### src/rtl/mips_pkg.sv
// Shared MIPS core types and constants: fetch FSM states, reset vector, instruction field slices.
// Imported by the fetch stage and its next-PC helper.
package mips_pkg;

  typedef enum logic {
    FETCH = 1'b0,
    EXEC  = 1'b1
  } fetch_state_t;

  localparam logic [31:0] RESET_PC = 32'h0000_0000;

  localparam int OP_MSB      = 31;
  localparam int OP_LSB      = 26;
  localparam int FUNCT_MSB   = 5;
  localparam int FUNCT_LSB   = 0;
  localparam int JTARGET_MSB = 25;

endpackage

### src/rtl/fetch_unit_if.sv
// Instruction-memory read port: the fetch unit holds req/addr until the memory answers with ready/rdata.
// The memory side may stall for any number of cycles; ready completes the request.
interface fetch_unit_if;
  logic        req;
  logic [31:0] addr;
  logic        ready;
  logic [31:0] rdata;

  modport master (output req, output addr, input ready, input rdata);
  modport slave  (input req, input addr, output ready, output rdata);
endinterface

### src/rtl/fetch_unit_pc_next.sv
// Combinational next-PC select: jump over taken branch (beq/bne) over sequential pc + 4.
// Zero latency; purely combinational, no flow control.
module pc_next
  import mips_pkg::*;
(
  input  logic [31:0] pc,
  input  logic [31:0] instr,
  input  logic [31:0] signimm,
  input  logic        pcsrc,
  input  logic        bneflag,
  input  logic        zero,
  input  logic        jump,
  output logic [31:0] pcplus4,
  output logic [31:0] next_pc
);

  logic take_br;
  logic unused_op;

  // The opcode field has no part in target formation.
  assign unused_op = &{1'b0, instr[OP_MSB:OP_LSB]};

  assign pcplus4 = pc + 32'd4;
  assign take_br = pcsrc | (bneflag & ~zero);

  always_comb begin
    next_pc = pcplus4;
    if (jump) begin
      next_pc = {pcplus4[31:28], instr[JTARGET_MSB:0], 2'b00};
    end else if (take_br) begin
      next_pc = pcplus4 + (signimm << 2);
    end
  end

endmodule

### src/rtl/fetch_unit.sv
// Fetch/PC-sequencing stage: one request per instruction, instr held stable through EXEC until retire.
// Min 2 cycles/instr; waits indefinitely on imem_ready, holds in EXEC while stall is high.
module fetch_unit
  import mips_pkg::*;
(
  input  logic               clk,
  input  logic               reset,
  fetch_unit_if.master       imem,
  output logic [31:0]        instr,
  output logic               instr_valid,
  output logic [31:0]        pc,
  output logic [31:0]        pcplus4,
  input  logic               pcsrc,
  input  logic               bneflag,
  input  logic               zero,
  input  logic               jump,
  input  logic [31:0]        signimm,
  input  logic               stall,
  output logic [31:0]        retired
);

  fetch_state_t state;
  logic         req_q;
  logic         valid_q;
  logic [31:0]  next_pc;

  pc_next u_pc_next (
    .pc      (pc),
    .instr   (instr),
    .signimm (signimm),
    .pcsrc   (pcsrc),
    .bneflag (bneflag),
    .zero    (zero),
    .jump    (jump),
    .pcplus4 (pcplus4),
    .next_pc (next_pc)
  );

  assign imem.req    = req_q;
  assign imem.addr   = pc;
  assign instr_valid = valid_q;

  // req/valid are registered alongside the state so they always mirror it.
  always_ff @(posedge clk) begin
    if (reset) begin
      state   <= FETCH;
      pc      <= RESET_PC;
      instr   <= '0;
      retired <= '0;
      req_q   <= 1'b1;
      valid_q <= 1'b0;
    end else begin
      case (state)
        FETCH: begin
          if (imem.ready) begin
            instr   <= imem.rdata;
            state   <= EXEC;
            req_q   <= 1'b0;
            valid_q <= 1'b1;
          end
        end
        EXEC: begin
          if (!stall) begin
            pc      <= next_pc;
            retired <= retired + 32'd1;
            state   <= FETCH;
            req_q   <= 1'b1;
            valid_q <= 1'b0;
          end
        end
        default: begin
          state   <= FETCH;
          req_q   <= 1'b1;
          valid_q <= 1'b0;
        end
      endcase
    end
  end

endmodule

### src/flat_wrapper.sv
// flat-port wrapper written by rule: the top's interface ports become plain ports
module fetch_unit_flat import mips_pkg::*;
  (clk, reset, instr, instr_valid, pc, pcplus4, pcsrc, bneflag, zero, jump, signimm, stall, retired, imem_req, imem_addr, imem_ready, imem_rdata);
  fetch_unit_if imem_i ();
  input  logic clk;
  input  logic reset;
  output logic [31:0] instr;
  output logic instr_valid;
  output logic [31:0] pc;
  output logic [31:0] pcplus4;
  input  logic pcsrc;
  input  logic bneflag;
  input  logic zero;
  input  logic jump;
  input  logic [31:0] signimm;
  input  logic stall;
  output logic [31:0] retired;
  output wire logic [$bits(imem_i.req)-1:0] imem_req;
  output wire logic [$bits(imem_i.addr)-1:0] imem_addr;
  input wire logic [$bits(imem_i.ready)-1:0] imem_ready;
  input wire logic [$bits(imem_i.rdata)-1:0] imem_rdata;
  assign imem_req = imem_i.req;
  assign imem_addr = imem_i.addr;
  assign imem_i.ready = imem_ready;
  assign imem_i.rdata = imem_rdata;
  fetch_unit u_core (.clk(clk), .reset(reset), .imem(imem_i), .instr(instr), .instr_valid(instr_valid), .pc(pc), .pcplus4(pcplus4), .pcsrc(pcsrc), .bneflag(bneflag), .zero(zero), .jump(jump), .signimm(signimm), .stall(stall), .retired(retired));
endmodule
### config.mk
export PLATFORM = sky130hd
export DESIGN_NAME = fetch_unit_flat
export DESIGN_NICKNAME = d
export VERILOG_FILES = /design/src/rtl/mips_pkg.sv /design/src/rtl/fetch_unit_if.sv /design/src/rtl/fetch_unit_pc_next.sv /design/src/rtl/fetch_unit.sv /design/src/flat_wrapper.sv
export SDC_FILE = /design/constraint.sdc
export NUM_CORES = 1
export LEC_CHECK = 0
export BUFFER_PORTS_ARGS = -buffer_cell sky130_fd_sc_hd__buf_2
export CORE_ASPECT_RATIO = 0.8
export CORE_MARGIN = 2
export CORE_UTILIZATION = 35
export CTS_BUF_LIST = sky130_fd_sc_hd__clkbuf_2 sky130_fd_sc_hd__clkbuf_4 sky130_fd_sc_hd__clkbuf_8
export DETAILED_ROUTE_END_ITERATION = 6
export HOLD_SLACK_MARGIN = 0.05
export SLEW_MARGIN = 20
export SYNTH_ARGS = -nofsm -noshare
export SYNTH_HDL_FRONTEND = slang
export SYNTH_SLANG_ARGS = --single-unit
### constraint.sdc
create_clock -name clk -period 8.3 [get_ports clk]
set_clock_uncertainty 0.05 [all_clocks]
set_input_delay 0.83 -clock clk [delete_from_list [all_inputs] [get_ports clk]]
set_output_delay 0.83 -clock clk [all_outputs]
set_load 0.05 [all_outputs]
Yosys cells after proc, flatten, opt, wreduce, memory -nomap -nowiden
Cells that the tools add are included.
- bits in registers: 99
- output and inout bits: 162
- word-level logic and storage cells: 30
- add/sub/neg operators: 3
- equality and inequality tests: 2
- mux-type cells: 11
- bitwise operators: 5
- reduce and logical (&&, ||, !) cells: 3
- operators by type and width (cell ; number):
    $mux 32 ; 2
    $add 32x1->32 const B ; 1
    $add 32x3->32 const B ; 1
    $add 32x32->32 ; 1
    $mux 1 ; 6
    $pmux 1 s2 ; 3
    $reduce_and 2->1 ; 3
    $ne 2x2->1 const B ; 2
    $not 1->1 ; 3
    $and 1x1->1 ; 1
    $or 1x1->1 ; 1

Logic depth before layout (Yosys ltp)
- depth in word-level cells: 5
- mapped depth: 17

Hierarchy
A second synthesis with hierarchy kept.
- cells, all modules: 928
- area total of the unflattened synthesis: 6919.1 um2
- modules (own cells, without submodules) (module ; instances ; cells each ; area an instance (um2) ; seq. area each (um2)):
    fetch_unit ; 1 ; 503 ; 4055.1 ; 1981.9
    pc_next ; 1 ; 425 ; 2864.0 ; 0.0

Worst setup path before layout
No wires, ideal clock.
- kind: register to register
- start point: register u_core.pc[2], in the netlist u_core.imem.addr[2]
- end point: register u_core.pc[31], in the netlist u_core.imem.addr[31]
- setup time: 0.115 ns
- arrival time: 4.559 ns
- data required time: 8.135 ns
- slack: 3.576 ns
- stages on the path, launching flop included: 16
- period minus slack after synthesis: 4.724 ns
- cells stage by stage: dfxtp_1 ha_1 nand4_1 nor4_1 nand3b_1 nor2_1 xor2_1 ha_1 clkbuf_1 a21o_1 or3_1 nand3_1 o21ai_0 o21bai_1 and4_1 o21a_1
- cells in the longest elaborated chain, start to end: 4
- RTL lines (what ; line ; text):
    start, declared ; fetch_unit.sv:11 ; output logic [31:0] pc,
    start signal, assigned ; fetch_unit.sv:64 ; pc <= next_pc;
    $add 32x3->32 ; fetch_unit_pc_next.sv:23 ; assign pcplus4 = pc + 32'd4;
    via pcplus4[24] ; flat_wrapper.sv:10 ; output logic [31:0] pcplus4;
    $add 32x32->32 ; fetch_unit_pc_next.sv:31 ; next_pc = pcplus4 + (signimm << 2);
    $mux 32 ; fetch_unit_pc_next.sv:30 ; end else if (take_br) begin
    $mux 32 ; fetch_unit_pc_next.sv:28 ; if (jump) begin
The timed path passes the listed nets, and every way through them passes these cells.
A chain may end at the register's enable or synchronous reset.

Worst setup path after layout
- start point: register u_core.pc[2], in the netlist u_core.imem.addr[2]
- end point: register u_core.pc[31], in the netlist u_core.imem.addr[31]
- cells in the longest elaborated chain, start to end: 4
- RTL lines (what ; line):
    $add 32x3->32 (*) ; fetch_unit_pc_next.sv:23
    $add 32x32->32 ; fetch_unit_pc_next.sv:31
    $mux 32 ; fetch_unit_pc_next.sv:30
    $mux 32 (*) ; fetch_unit_pc_next.sv:28
Mark *: on every way between the ends. The rest lies on a longest branch, timed or not.

==> Flow_metrics.wiki <==
{| class="wikitable"
! Metric !! Value
|-
| Initial detailed-routing violation count || 416
|-
| Pin slew with the least headroom to its limit || just under 900 ps
|-
| Worst hold slack || 403.1 ps
|-
| Site Rows || 44
|-
| Placed cell count || around 1300
|-
| Clock buffer depth || 2
|-
| Floorplan die width || approximately 160 µm
|-
| Core region area || roughly 18000 µm²
|-
| Async set-reset flop share out of synthesis || 0%
|-
| DR pass1 iterations || 5
|-
| Number of flip-flops and latches in the synthesized netlist || between 90 and 100
|-
| Final number of setup-violating endpoints || 0
|-
| Routability congestion estimate || 0.8555
|-
| WL per Instance || 16.27 µm
|-
| Primary flip-flop cell chosen by synthesis mapping || dfxtp_1
|-
| Post-CTS setup-driven buffer insertion count || 0
|-
| Dominant cells by area after synthesis || dfxtp_1 29%, nand2_1 7.7%, a21oi_1 7.6%, ha_1 7.0%, xor2_1 6.0%
|-
| Max-cap viol count || 0
|-
| TritonCTS clock tree || built
|-
| Area of the mapped netlist || ~6600 µm²
|-
| Post-detail-place hpwl || 16.20 mm
|-
| Number of vias per cell after detailed routing || about 5
|-
| Area enclosed by the die boundary || ~20000 µm²
|-
| Met1 wire length || between 9 and 10 mm
|-
| Final critical-path share of the clock period || a little over half
|-
| Library cells used by synthesis || 63
|-
| Post-route setup TNS || 0 ps
|-
| Library cell with the largest summed area after synthesis || dfxtp_1
|-
| Area growth from synthesis to final layout || 19.46%
|-
| Arrival time at the worst endpoint || around 4600 ps
|-
| Kind of end point of the critical path || flip-flop
|-
| CP Launch Type || flip-flop
|-
| Resize count post-CTS || 0
|-
| Number of synthesized flops with an enable pin || 0
|-
| Most common library cell in the layout ignoring fill and taps || buf_2
|-
| Pin count of the biggest net entering global routing || 82
|-
| Initial Utilization || between 30% and 40%
|-
| Pins Over Slew Limit || 0
|-
| Number of standard cells in the final layout excluding fillers || 1298
|-
| Share of cells above drive strength 1 || 25.65%
|-
| Min-delay worst type || flip-flop to flip-flop
|-
| Power density normalized to cell area || ~140 nW/µm²
|-
| Initial antenna violation count || 1
|-
| # fillers || roughly 2000
|-
| Skew-Pair Late Insertion Delay || 360 ps
|-
| H-Tree Level Count || 3
|-
| Syn_area_per_cell || 7.634 µm²
|-
| Cell at the root of the clock tree || clkbuf_8
|-
| Setup repair after global routing missed its margin || false
|-
| Number of hold-repair buffers added at the cts stage || 0
|-
| Total global routing overflow || 0
|-
| Crit path kind || flip-flop to flip-flop
|-
| Number of nets in the layout || 1150
|-
| Global-route wire length before repair || around 33 mm
|-
| Share of synthesized area occupied by flip-flops and latches || about 29%
|-
| Endpoint required time on the critical path || approximately 8500 ps
|-
| Minimum setup slack in the final design || 3895 ps
|-
| WL final || between 20 and 25 mm
|-
| Count of yosys warnings during synthesis || 0
|-
| Number of buffer cells added on primary ports || 225
|-
| Commonest non-fill, non-tap cells in the layout || 225 x buf_2, 136 x nand2_1, 99 x a21oi_1, 97 x dfxtp_1, 81 x nor2_1
|-
| Die Ht || about 130 µm
|-
| Total DRC errors in the routed layout || 0
|-
| Crit path max fanout || 9
|-
| Leak pwr || ~3.8 nW
|-
| All-layer global routing usage || about a fifth
|-
| Peak supply drop || a little under 0.08 mV
|-
| Top layer in use || met5
|-
| Number of cells produced by synthesis || a little under 900
|-
| Top achievable clock speed || 227.0 MHz
|-
| Max transition margin || 41.32%
|-
| Setup slack at placement || ~4000 ps
|-
| Count of boundary I/O pins || around 230
|-
| Count of antenna diodes in the layout || 0
|-
| Sum of met2 wire segment lengths after detailed routing || 9.746 mm
|-
| Via count || approximately 6600
|-
| Total number of clock tree sinks || just under 100
|-
| ANT nets after route || 0
|-
| TritonCTS Buffers || 9
|-
| Wire length on met3 || 1.442 mm
|-
| Period minus WS final || about 4400 ps
|-
| Outcome || finished, final reports clean
|-
| Portion of synthesized cell area occupied by the leading cell type || about 29%
|-
| Clock-pin slew on the worst setup and hold paths || 100 ps
|-
| Hold Vio Cnt, Final || 0
|-
| Vias in the first global route || 6092
|}
worst max-delay path, stage by stage, from the launching register on:
cell and delay, ps:
dfxtp_1 520, ha_1 290, nand4_1 230, nor4_1 470, nand3b_1 310, nor2_1 200, xor2_1 340, ha_1 400
a21o_1 240, or3_1 370, nand3_1 160, o21ai_0 170, o21bai_1 200, and4_1 180, o21a_1 170
routing by layer:
layer | global-route usage [%] | vias up
met5 | 0 | -
met4 | 3.102 | 2
met3 | 3.758 | 8
met2 | 34.24 | 239
met1 | 29.63 | 3053
li1 | - | 3340
through the flow:
step | utilization (%) | area, µm² | power [mW]
after floorplan | - | 6623 | 0.7307
after global placement | 42.03 | 7705 | 0.8058
after detailed placement | 42.03 | 7705 | 0.8059
after CTS | 43.03 | 7889 | 1.100
after global routing | 43.03 | 7889 | 1.150
final | 43.03 | 7889 | 1.089
worst paths after layout:
kind                       startpoint                   end  depth (start not counted)  slack [ps]
hold / removal        u_core.imem.req       u_core.imem.req                          2         400
hold reg to reg       u_core.imem.req       u_core.imem.req                          2         400
setup reg to reg  u_core.imem.addr[2]  u_core.imem.addr[31]                         14        3890
setup / recovery  u_core.imem.addr[2]  u_core.imem.addr[31]                         14        3890
power by group:
group	leakage [nW]	switching [mW]	internal, mW
Combinational	2.96	0.209	0.0848
Sequential	0.789	0.0201	0.481
Clock	0.0933	0.171	0.123
Total	3.84	0.400	0.688
synth_stat cells, types with 2 or more instances:
master / instances
a41oi_1: 2
and4_1: 4
a22oi_1: 3
nor4_1: 3
and3_1: 18
a221oi_1: 2
o21a_1: 7
clkbuf_1: 36
inv_1: 15
a211oi_1: 5
or3_1: 6
nand3_1: 30
nand2b_1: 8
o22ai_1: 5
xor2_1: 45
a32o_1: 2
nor2b_1: 5
and2_1: 2
o31ai_1: 2
mux2i_1: 6
a21o_1: 19
a31oi_1: 6
a21oi_1: 100
o21ai_0: 28
nor2_1: 81
and3_2: 3
o211ai_1: 20
dfxtp_1: 97
nand4b_1: 2
nand4_1: 18
o21bai_1: 6
nor3_1: 7
buf_4: 36
nand2_1: 136
ha_1: 37
o211a_1: 2
nor3_4: 2
xnor2_1: 34
sequential cells by signal, summed over array words and instances, names as in the netlist:
signal              cells
u_core.imem.addr       30
u_core.imem.req         1
u_core.state            1
u_core.instr_valid      1
u_core.retired         32
u_core.instr           32
final cells by class:
cell class | count | area [µm²] | share of cell area (%)
Multi-Input combinational cell | 683 | 4200 | 53.24
Sequential cell | 97 | 1942 | 24.62
Timing Repair Buffer | 233 | 1186 | 15.04
Tap cell | 253 | 316.6 | 4.013
Clock buffer | 11 | 145.1 | 1.840
Inverter | 16 | 60.06 | 0.7613
Clock inverter | 5 | 38.79 | 0.4917
cell families after synthesis:
kind of cell	synth area share, %
buffers and inverters	7.408
XOR/XNOR	10.48
multiplexers	1.080
flip-flops	29.41
other	0.05679
adder cells (fa/ha/maj)	7.313
AND/OR/NAND/NOR	23.80
AO/OA/AOI/OAI	20.46
(Power assumes the default switching activity.)
